<file path="config.mk">
export PLATFORM = sky130hd
export DESIGN_NAME = avmm_sha3_bridge
export DESIGN_NICKNAME = d
export VERILOG_FILES = /design/src/rtl/avmm_bridge_pkg.sv /design/src/rtl/avmm_wfifo.sv /design/src/rtl/avmm_sha3_bridge.sv
export SDC_FILE = /design/constraint.sdc
export NUM_CORES = 1
export LEC_CHECK = 0
export ABC_AREA = 1
export CELL_PAD_IN_SITES_DETAIL_PLACEMENT = 0
export CELL_PAD_IN_SITES_GLOBAL_PLACEMENT = 1
export CORE_MARGIN = 5
export CORE_UTILIZATION = 40
export DETAILED_ROUTE_END_ITERATION = 8
export PLACE_DENSITY = 0.77
export RECOVER_POWER = 100
export SLEW_MARGIN = 10
export SYNTH_ARGS = -nofsm -noshare
export SYNTH_HDL_FRONTEND = slang
export SYNTH_SLANG_ARGS = --single-unit
</file>
<file path="constraint.sdc">
create_clock -name clk -period 4.75 [get_ports clk]
set_input_delay 0.95 -clock clk [delete_from_list [all_inputs] [get_ports clk]]
set_output_delay 0.95 -clock clk [all_outputs]
set_load 0.1 [all_outputs]
</file>
<file path="src/rtl/avmm_bridge_pkg.sv">
// Shared types and helpers for the Avalon-MM to SHA3 core bridge.
// FIFO entries are sized for the widest legal bus; the top trims them.
package avmm_bridge_pkg;

   localparam int MAX_ADDR_W      = 32;
   localparam int MAX_DATA_W      = 64;
   localparam int MAX_RD_INFLIGHT = 2;

   typedef struct packed {
      logic [MAX_ADDR_W-1:0] addr;
      logic [MAX_DATA_W-1:0] data;
   } wfifo_entry_t;

   function automatic int clog2(input int v);
      int r;
      r = 0;
      while ((1 << r) < v) r++;
      return r;
   endfunction

endpackage

</file>
<file path="src/rtl/avmm_wfifo.sv">
// Posted-write FIFO: pointers wrap modulo DEPTH, level counts 0..DEPTH.
// A pop never frees space for a push in the same cycle.
module avmm_wfifo
   import avmm_bridge_pkg::*;
#(
   parameter int DEPTH = 4
) (
   input  logic                  clk,
   input  logic                  rst_n,
   input  logic                  push,
   input  wfifo_entry_t          push_data,
   input  logic                  pop,
   output wfifo_entry_t          pop_data,
   output logic                  full,
   output logic                  empty,
   output logic [clog2(DEPTH):0] level
);

   localparam int PW = clog2(DEPTH);

   wfifo_entry_t    mem [DEPTH];
   logic [PW-1:0]   wr_ptr;
   logic [PW-1:0]   rd_ptr;
   logic            do_push;
   logic            do_pop;

   assign full     = (level == (PW+1)'(DEPTH));
   assign empty    = (level == '0);
   assign do_push  = push && !full;
   assign do_pop   = pop && !empty;
   assign pop_data = mem[rd_ptr];

   always_ff @(posedge clk) begin
      if (!rst_n) begin
         wr_ptr <= '0;
         rd_ptr <= '0;
         level  <= '0;
      end else begin
         if (do_push) wr_ptr <= wr_ptr + 1'b1;
         if (do_pop)  rd_ptr <= rd_ptr + 1'b1;
         level <= level + (PW+1)'(do_push) - (PW+1)'(do_pop);
      end
   end

   always_ff @(posedge clk) begin
      if (do_push) mem[wr_ptr] <= push_data;
   end

endmodule

</file>
<file path="src/rtl/avmm_sha3_bridge.sv">
// Avalon-MM slave bridge to the SHA3 register core: posted writes via a
// FIFO, registered pipelined reads returned with readdatavalid.
module avmm_sha3_bridge
   import avmm_bridge_pkg::*;
#(
   parameter int DATA_W      = 32,
   parameter int ADDR_W      = 8,
   parameter int WFIFO_DEPTH = 4
) (
   input  logic                        clk,
   input  logic                        rst_n,
   input  logic [ADDR_W-1:0]           avs_s0_address,
   input  logic                        avs_s0_read,
   input  logic                        avs_s0_write,
   input  logic [DATA_W-1:0]           avs_s0_writedata,
   output logic [DATA_W-1:0]           avs_s0_readdata,
   output logic                        avs_s0_readdatavalid,
   output logic                        avs_s0_waitrequest,
   output logic                        core_cs,
   output logic                        core_we,
   output logic [ADDR_W-1:0]           core_address,
   output logic [DATA_W-1:0]           core_write_data,
   input  logic [DATA_W-1:0]           core_read_data,
   input  logic                        core_status_valid,
   output logic [clog2(WFIFO_DEPTH):0] wfifo_level,
   output logic                        proto_err
);

   logic              wr_acc;
   logic              rd_acc;
   logic              fifo_full;
   logic              fifo_empty;
   logic              rd_pend;
   logic [ADDR_W-1:0] rd_addr;
   wfifo_entry_t      push_e;
   wfifo_entry_t      pop_e;

   // Reads need an empty FIFO, which keeps them behind earlier writes.
   assign wr_acc = avs_s0_write && !fifo_full;
   assign rd_acc = avs_s0_read && !avs_s0_write && fifo_empty
                   && core_status_valid;

   assign avs_s0_waitrequest = !rst_n
      || ((avs_s0_read || avs_s0_write) && !(wr_acc || rd_acc));

   always_comb begin
      push_e      = '0;
      push_e.addr = MAX_ADDR_W'(avs_s0_address);
      push_e.data = MAX_DATA_W'(avs_s0_writedata);
   end

   avmm_wfifo #(
      .DEPTH     (WFIFO_DEPTH)
   ) u_wfifo (
      .clk       (clk),
      .rst_n     (rst_n),
      .push      (wr_acc),
      .push_data (push_e),
      .pop       (!fifo_empty),
      .pop_data  (pop_e),
      .full      (fifo_full),
      .empty     (fifo_empty),
      .level     (wfifo_level)
   );

   always_ff @(posedge clk) begin
      if (!rst_n) begin
         rd_pend              <= 1'b0;
         rd_addr              <= '0;
         core_cs              <= 1'b0;
         core_we              <= 1'b0;
         core_address         <= '0;
         core_write_data      <= '0;
         avs_s0_readdata      <= '0;
         avs_s0_readdatavalid <= 1'b0;
         proto_err            <= 1'b0;
      end else begin
         rd_pend   <= rd_acc;
         proto_err <= proto_err || (avs_s0_read && avs_s0_write);
         if (rd_acc) rd_addr <= avs_s0_address;

         avs_s0_readdatavalid <= core_cs && !core_we;
         if (core_cs && !core_we) avs_s0_readdata <= core_read_data;

         if (!fifo_empty) begin
            core_cs         <= 1'b1;
            core_we         <= 1'b1;
            core_address    <= ADDR_W'(pop_e.addr);
            core_write_data <= DATA_W'(pop_e.data);
         end else if (rd_pend) begin
            core_cs      <= 1'b1;
            core_we      <= 1'b0;
            core_address <= rd_addr;
         end else begin
            core_cs <= 1'b0;
            core_we <= 1'b0;
         end
      end
   end

endmodule

</file>
==> impl_metrics.env, run 1 <==
export IMPL_status="finished with violations"
export IMPL_violations="capacitance limit, slew limit"
export IMPL_synth_simple_area_share_pct=22.1
export IMPL_reg2reg_from="u_wfifo.level[1]$_SDFF_PN0_"
export IMPL_reg2regPathDepth=5
export IMPL_yosysWarnings=0
export IMPL_cp_max_fo=40
export IMPL_cp_end_kind="register"
export IMPL_startpoint="avs_s0_write"
export IMPL_grt_max_degree=82
export IMPL_drc=0
export IMPL_leakagePower_uw=0.00492
export IMPL_grt_use_total_pct=15.9
export IMPL_fmax_ghz=0.262
export IMPL_finalSetupViolations=0
export IMPL_die_area_um2=27000
export IMPL_cp_depth=4
export IMPL_htree_num_levels=1
export IMPL_holdCritStartpoint="core_write_data[17]$_SDFFE_PN0P_"
export IMPL_synthXorXnorAreaFrac_pct=0.0918
export IMPL_hold_class="register to register"
export IMPL_synthAdderAreaFrac_pct=0.996
export IMPL_post_cts_setup_buffer_count=0
export IMPL_r2r_slack_ns=1.41
export IMPL_critical_path_max_stage_delay_ns=1.95
export IMPL_initial_core_util_pct=40.7
export IMPL_cts_hold_buf=0
export IMPL_dpl_cell_area_um2=11400
export IMPL_synth_top_cell_by_area="edfxtp_1"
export IMPL_worst_slew_pin_slew_ns=2.75
export IMPL_final_seq_area_um2=6690
export IMPL_slew_viol_final=146
export IMPL_final_nets=1130
export IMPL_synth_edf_count=160
export IMPL_cts_max_path_buffers=3
export IMPL_rows=56
export IMPL_cts_root_buf="clkbuf_16"
export IMPL_slew_headroom_pct=-83.4
export IMPL_fp_dieW_um=164
export IMPL_hpwl_mm=12.8
export IMPL_r2r_end="u_wfifo.mem[3][12]$_DFFE_PP_"
export IMPL_grt_antenna_before_repair=5
export IMPL_fin_util_pct=51.8
export IMPL_required_ns=4.83
export IMPL_drive_gt1_share_pct=5.72
export IMPL_grt_pass1_wl_mm=34.2
export IMPL_drtIter0Drc=397
export IMPL_top_level_ports=157
export IMPL_fillers=2119
export IMPL_crit_chain="dlygate4sd3_1, nand2_1, nor2_4, clkbuf_1"
export IMPL_worstPathArrival_ns=3.90
export IMPL_ys_flop_type="edfxtp_1"
export IMPL_async_flop_share_pct=0
export IMPL_crit_buf_inv=2
export IMPL_tns_ns=0
export IMPL_coreArea_um2=23500
export IMPL_cts_resized_gates=0
export IMPL_ir_worst_vdd_uv=409
export IMPL_grt_ovfl_total=0
export IMPL_cts_buffers=27
export IMPL_synth_compound_area_share_pct=2.46
export IMPL_path_clk_slew_ns=0.06
export IMPL_post_synth_num_cell_types=21
export IMPL_clk_latency_ns=0.53
export IMPL_maxCapViolations=5
export IMPL_synthMuxAreaShare_pct=0
export IMPL_cts_tree="built"
export IMPL_ys_seq_area_share_pct=70.1
export IMPL_slowest_stage="clkbuf_1"
export IMPL_yosys_top_cells_area="edfxtp_1 (50%), dfxtp_1 (20%), nand2_1 (11%)"
export IMPL_post_route_min_period_ns=3.82
export IMPL_synth_area_per_cell_um2=10.6
export IMPL_cp_endpoint="u_wfifo.mem[3][12]$_DFFE_PP_"
export IMPL_netlist_area_leader_share_pct=50.3
export IMPL_place_gp_congestion=0.718
export IMPL_areaGrowthSynthToFinish_pct=27.5
export IMPL_grt_pass1_vias=6429
export IMPL_num_vias=6529
export IMPL_netlist_area_um2=9540
export IMPL_ant_nets=0
export IMPL_power_per_cell_area_nw_per_um2=692
export IMPL_drt_wl_total_mm=21.6
export IMPL_wl_per_cell_um=15.5
export IMPL_yosysMostFrequentCell="nand2_1"
export IMPL_finalHoldViolCount=0
export IMPL_place_port_buffers=156
export IMPL_period_share_pct=80.4
export IMPL_rsz0062_at_grt="false"
export IMPL_multi_input_area_um2=2440
export IMPL_synth_top_cells_by_count="nand2_1 (268), edfxtp_1 (160), nand3_1 (122)"
export IMPL_finClkSkew_ns=0.0119
export IMPL_cts_num_sinks=254
export IMPL_p_total_uw=8410
export IMPL_cp_top_family="buffers and inverters"
export IMPL_synth_top_family_by_area="simple AND/OR/NAND/NOR gates"
export IMPL_worstSetupStartpointType="primary input"
export IMPL_die_h_um=164
export IMPL_stdcell_area_um2=12200
export IMPL_ys_ff_latch=254
export IMPL_vias_per_cell=4.70
export IMPL_crit_type="primary input to register"
export IMPL_syn_num_nets=981
export IMPL_syn_inst=897
export IMPL_dr_pass1_iters=4
==> through the flow <==
stage | hold WS, ns | std cells | setup WS (ns)
6_report | 0.444 | 1389 | 0.931
5_1_grt | 0.455 | 1389 | 0.655
4_1_cts | 0.452 | 1386 | 1.37
3_5_place_dp | 0.438 | 1336 | 1.36
3_3_place_gp | 0.437 | 1336 | 1.37
2_1_floorplan | 0.454 | 897 | 1.21
==> logic make-up (layout without fill, tap and decap cells) <==
kind of cell             after synthesis  in the layout
buffers and inverters                 85            255
adder cells (fa/ha/maj)                7              7
flip-flops                           254            254
AO/OA/AOI/OAI                         47             47
XOR/XNOR                               1              1
other                                  0              3
AND/OR/NAND/NOR                      503            503
==> worst register-to-register path: cells and delay by family (launching register included) <==
| family | cells | cell delay [ns] |
|---|---|---|
| buffers and inverters | 1 | 1.95 |
| and+or+nand+nor | 4 | 0.50 |
| DFF | 1 | 0.44 |
==> flip-flops by register name, indices dropped and copies added, names as in the netlist, 2 cells and up, named ones only <==
register,flops
rd_addr,8
u_wfifo.level,3
avs_s0_readdata,32
u_wfifo.mem,160
core_write_data,32
u_wfifo.rd_ptr,2
core_address,8
u_wfifo.wr_ptr,2
==> cell usage in the layout (no fill, tap or decap), types with 13 or more instances in the layout <==
master / synthesis / final
nand2_1: 268 / 268
edfxtp_1: 160 / 160
nand3_1: 122 / 122
dlygate4sd3_1: 0 / 121
nor2_1: 105 / 104
dfxtp_1: 94 / 92
inv_1: 35 / 35
o21ai_0: 34 / 34
clkdlybuf4s50_1: 0 / 34
clkbuf_16: 0 / 27
a21oi_1: 13 / 13
==> report_power, final <==
group	total [uW]	internal [uW]	switching, uW	leakage (uW)
registers	3010	2770	239	0.00224
clock network	2030	1180	843	0.000427
logic	3380	731	2650	0.00225
==> per-layer routing <==
metal	track usage, %	wire, um
met2	26.4	9990
met4	3.25	320
met3	5.44	1910
met5	0	21
met1	20.4	9340
==> worst min-delay path by stage <==
| stage | depth (start not counted) | slack, ns | endpoint |
|---|---|---|---|
| after floorplan | 1 | 0.45 | register |
| after global placement | 2 | 0.44 | core_write_data[17]$_SDFFE_PN0P_ |
| after detailed placement | 2 | 0.44 | core_write_data[14]$_SDFFE_PN0P_ |
| after CTS | 2 | 0.45 | core_write_data[11]$_SDFFE_PN0P_ |
| after global routing | 2 | 0.45 | core_write_data[21]$_SDFFE_PN0P_ |
| final | 2 | 0.44 | core_write_data[17]$_SDFFE_PN0P_ |
==> area by class of cell <==
cell class / count / area share [%]
Sequential cell: 254 / 55.0
Antenna cell: 3 / 0.0617
Multi-Input combinational cell: 558 / 20.1
Tap cell: 319 / 3.28
Inverter: 37 / 1.16
Clock buffer: 33 / 5.90
Timing Repair Buffer: 168 / 13.4
Clock inverter: 17 / 1.16
Note: power is estimated with default switching activity, not from simulation.
==> run 2: changes to the inputs <==
CORE_UTILIZATION = 37   (was 40)
PLACE_DENSITY = 0.75   (was 0.77)
clock period = 3.1 ns   (was 4.75 ns; I/O delays follow)
==> run 2 against run 1 <==
The run now ends clean. Clock skew down 0.0025 ns. Worst hold slack better by 0.0047 ns. Combinational power up 47%. Core utilization down 4.8 points. Critical path type unchanged. Flip-flop and latch count unchanged. Die area up 7.6%.
==> impl_metrics.env, run 2 (synthesized netlist as in run 1, its figures left out) <==
export IMPL_drt_wl_total_mm=22.2
export IMPL_grt_use_total_pct=15.3
export IMPL_hpwl_mm=13.6
export IMPL_fin_ws_ns=0.316
export IMPL_grt_ovfl_total=0
export IMPL_coreArea_um2=25300
export IMPL_min_to="core_write_data[16]$_SDFFE_PN0P_"
export IMPL_rows=58
export IMPL_post_place_ws_ns=0.386
export IMPL_finalSetupViolations=0
export IMPL_final_seq_area_um2=6690
export IMPL_maxCapViolations=0
export IMPL_dpl_cell_area_um2=11300
export IMPL_largest_register_ffs=160
export IMPL_final_common_cell="nand2_1"
export IMPL_cp_end_kind="register"
export IMPL_dpl_cell_count=1352
export IMPL_htree_num_levels=1
export IMPL_ant_nets=0
export IMPL_path_clk_slew_ns=0.06
export IMPL_post_route_min_period_ns=2.78
export IMPL_top_level_ports=157
export IMPL_required_ns=3.25
export IMPL_final_nets=1136
export IMPL_worstPathArrival_ns=2.93
export IMPL_finalNonFillerCells=1407
export IMPL_grt_antenna_before_repair=7
export IMPL_reg_top3="u_wfifo.mem (160), avs_s0_readdata (32), core_write_data (32)"
export IMPL_dr_pass1_iters=4
export IMPL_ir_worst_vdd_uv=556
export IMPL_finClkSkew_ns=0.00940
export IMPL_finalHoldViolCount=0
export IMPL_fin_util_pct=47.0
export IMPL_stdcell_area_um2=11900
export IMPL_initial_core_util_pct=37.8
export IMPL_cts_tree="built"
export IMPL_drc=0
export IMPL_slew_headroom_pct=11.5
export IMPL_post_cts_setup_buffer_count=0
export IMPL_drtIter0Drc=360
export IMPL_fp_dieW_um=171
export IMPL_hold_class="register to register"
export IMPL_fmax_ghz=0.359
export IMPL_cts_buffers=28
export IMPL_power_per_cell_area_nw_per_um2=1090
export IMPL_die_area_um2=29100
export IMPL_rsz0062_at_grt="false"
export IMPL_cts_num_sinks=254
export IMPL_vias_per_cell=4.61
export IMPL_place_gp_congestion=0.729
export IMPL_reg2reg_from="u_wfifo.level[1]$_SDFF_PN0_"
export IMPL_reg2regPathDepth=6
export IMPL_multi_input_area_um2=2430
export IMPL_place_port_buffers=156
export IMPL_whs_path_depth=2
export IMPL_die_h_um=171
export IMPL_grt_pass1_vias=6604
export IMPL_worstSetupStartpointType="primary input"
export IMPL_grt_pass1_wl_mm=35.9
export IMPL_slew_viol_final=0
export IMPL_fillers=2403
export IMPL_cts_resized_gates=0
export IMPL_cp_max_fo=34
export IMPL_period_share_pct=89.8
export IMPL_wl_per_cell_um=15.7
export IMPL_cts_max_path_buffers=3
export IMPL_drive_gt1_share_pct=6.61
export IMPL_cts_root_buf="clkbuf_16"
export IMPL_grt_max_degree=54
export IMPL_regMostFlops="u_wfifo.mem"
export IMPL_areaGrowthSynthToFinish_pct=24.4
export IMPL_clk_latency_ns=0.53
export IMPL_holdCritStartpoint="core_write_data[16]$_SDFFE_PN0P_"
export IMPL_final_cell_mix="nand2_1 (269), edfxtp_1 (160), nand3_1 (122)"
export IMPL_status="completed"
export IMPL_cts_hold_buf=0
export IMPL_r2r_end="core_write_data[10]$_SDFFE_PN0P_"
export IMPL_r2r_slack_ns=0.49
export IMPL_num_vias=6488
export IMPL_crit_type="primary input to register"
export IMPL_tns_ns=0
export IMPL_leakagePower_uw=0.00463
export IMPL_worst_slew_pin_slew_ns=1.32
run 2: changes by cell type in the layout (fill, tap and decap cells not counted), moves of 2 or more:
cell	delta
clkbuf_1	+76
dlygate4sd3_1	-79
buf_4	+2
clkbuf_8	+3
buf_12	+3
clkinv_2	-4
clkbuf_16	+3
run 2: area by class of cell:
| class | instances | share of cell area, % |
|---|---|---|
| sequential | 254 | 56.3 |
| multi-input combinational | 558 | 20.5 |
| timing repair buffer | 173 | 10.2 |
| clock buffer | 38 | 7.00 |
| tap | 330 | 3.48 |
| clock inverter | 14 | 1.30 |
| inverter | 37 | 1.18 |
| antenna | 3 | 0.0632 |
run 2: worst max-delay path: stages:
cell           delay, ns
dlygate4sd3_1       0.64
nand2_1             0.25
nor2_1              0.55
buf_2               0.84
run 2: through the flow:
stage | total power (uW) | hold WS (ns)
final | 13000 | 0.449
after global routing | 13700 | 0.470
after CTS | 13500 | 0.455
after detailed placement | 10000 | 0.443
after global placement | 10000 | 0.440
after floorplan | 8740 | 0.454
run 2: worst max-delay path by stage:
stage | start | endpoint | slack, ns | depth (start not counted)
final | avs_s0_write | u_wfifo.mem[3][12]$_DFFE_PP_ | 0.32 | 4
after floorplan | u_wfifo.level[1]$_SDFF_PN0_ | u_wfifo.mem[0][0]$_DFFE_PP_ | -0.44 | 4
after global routing | avs_s0_write | u_wfifo.mem[3][37]$_DFFE_PP_ | 0.17 | 4
after global placement | avs_s0_write | u_wfifo.level[2]$_SDFF_PN0_ | 0.43 | 7
after CTS | avs_s0_write | avs_s0_waitrequest | 0.49 | 8
after detailed placement | avs_s0_write | u_wfifo.level[2]$_SDFF_PN0_ | 0.39 | 7
run 2: layer usage:
metal / vias to the layer above / share of wire, % / track usage (%)
met1: 2981 / 43 / 19.8
li1: 3297 / - / -
met3: 34 / 8.1 / 4.94
met5: - / 0.14 / 0
met2: 170 / 47 / 25.5
met4: 6 / 1.9 / 3.02
run 2: power breakdown:
group	switching (uW)	internal (uW)
clock	1300	2130
sequential	307	4240
combinational	4140	843
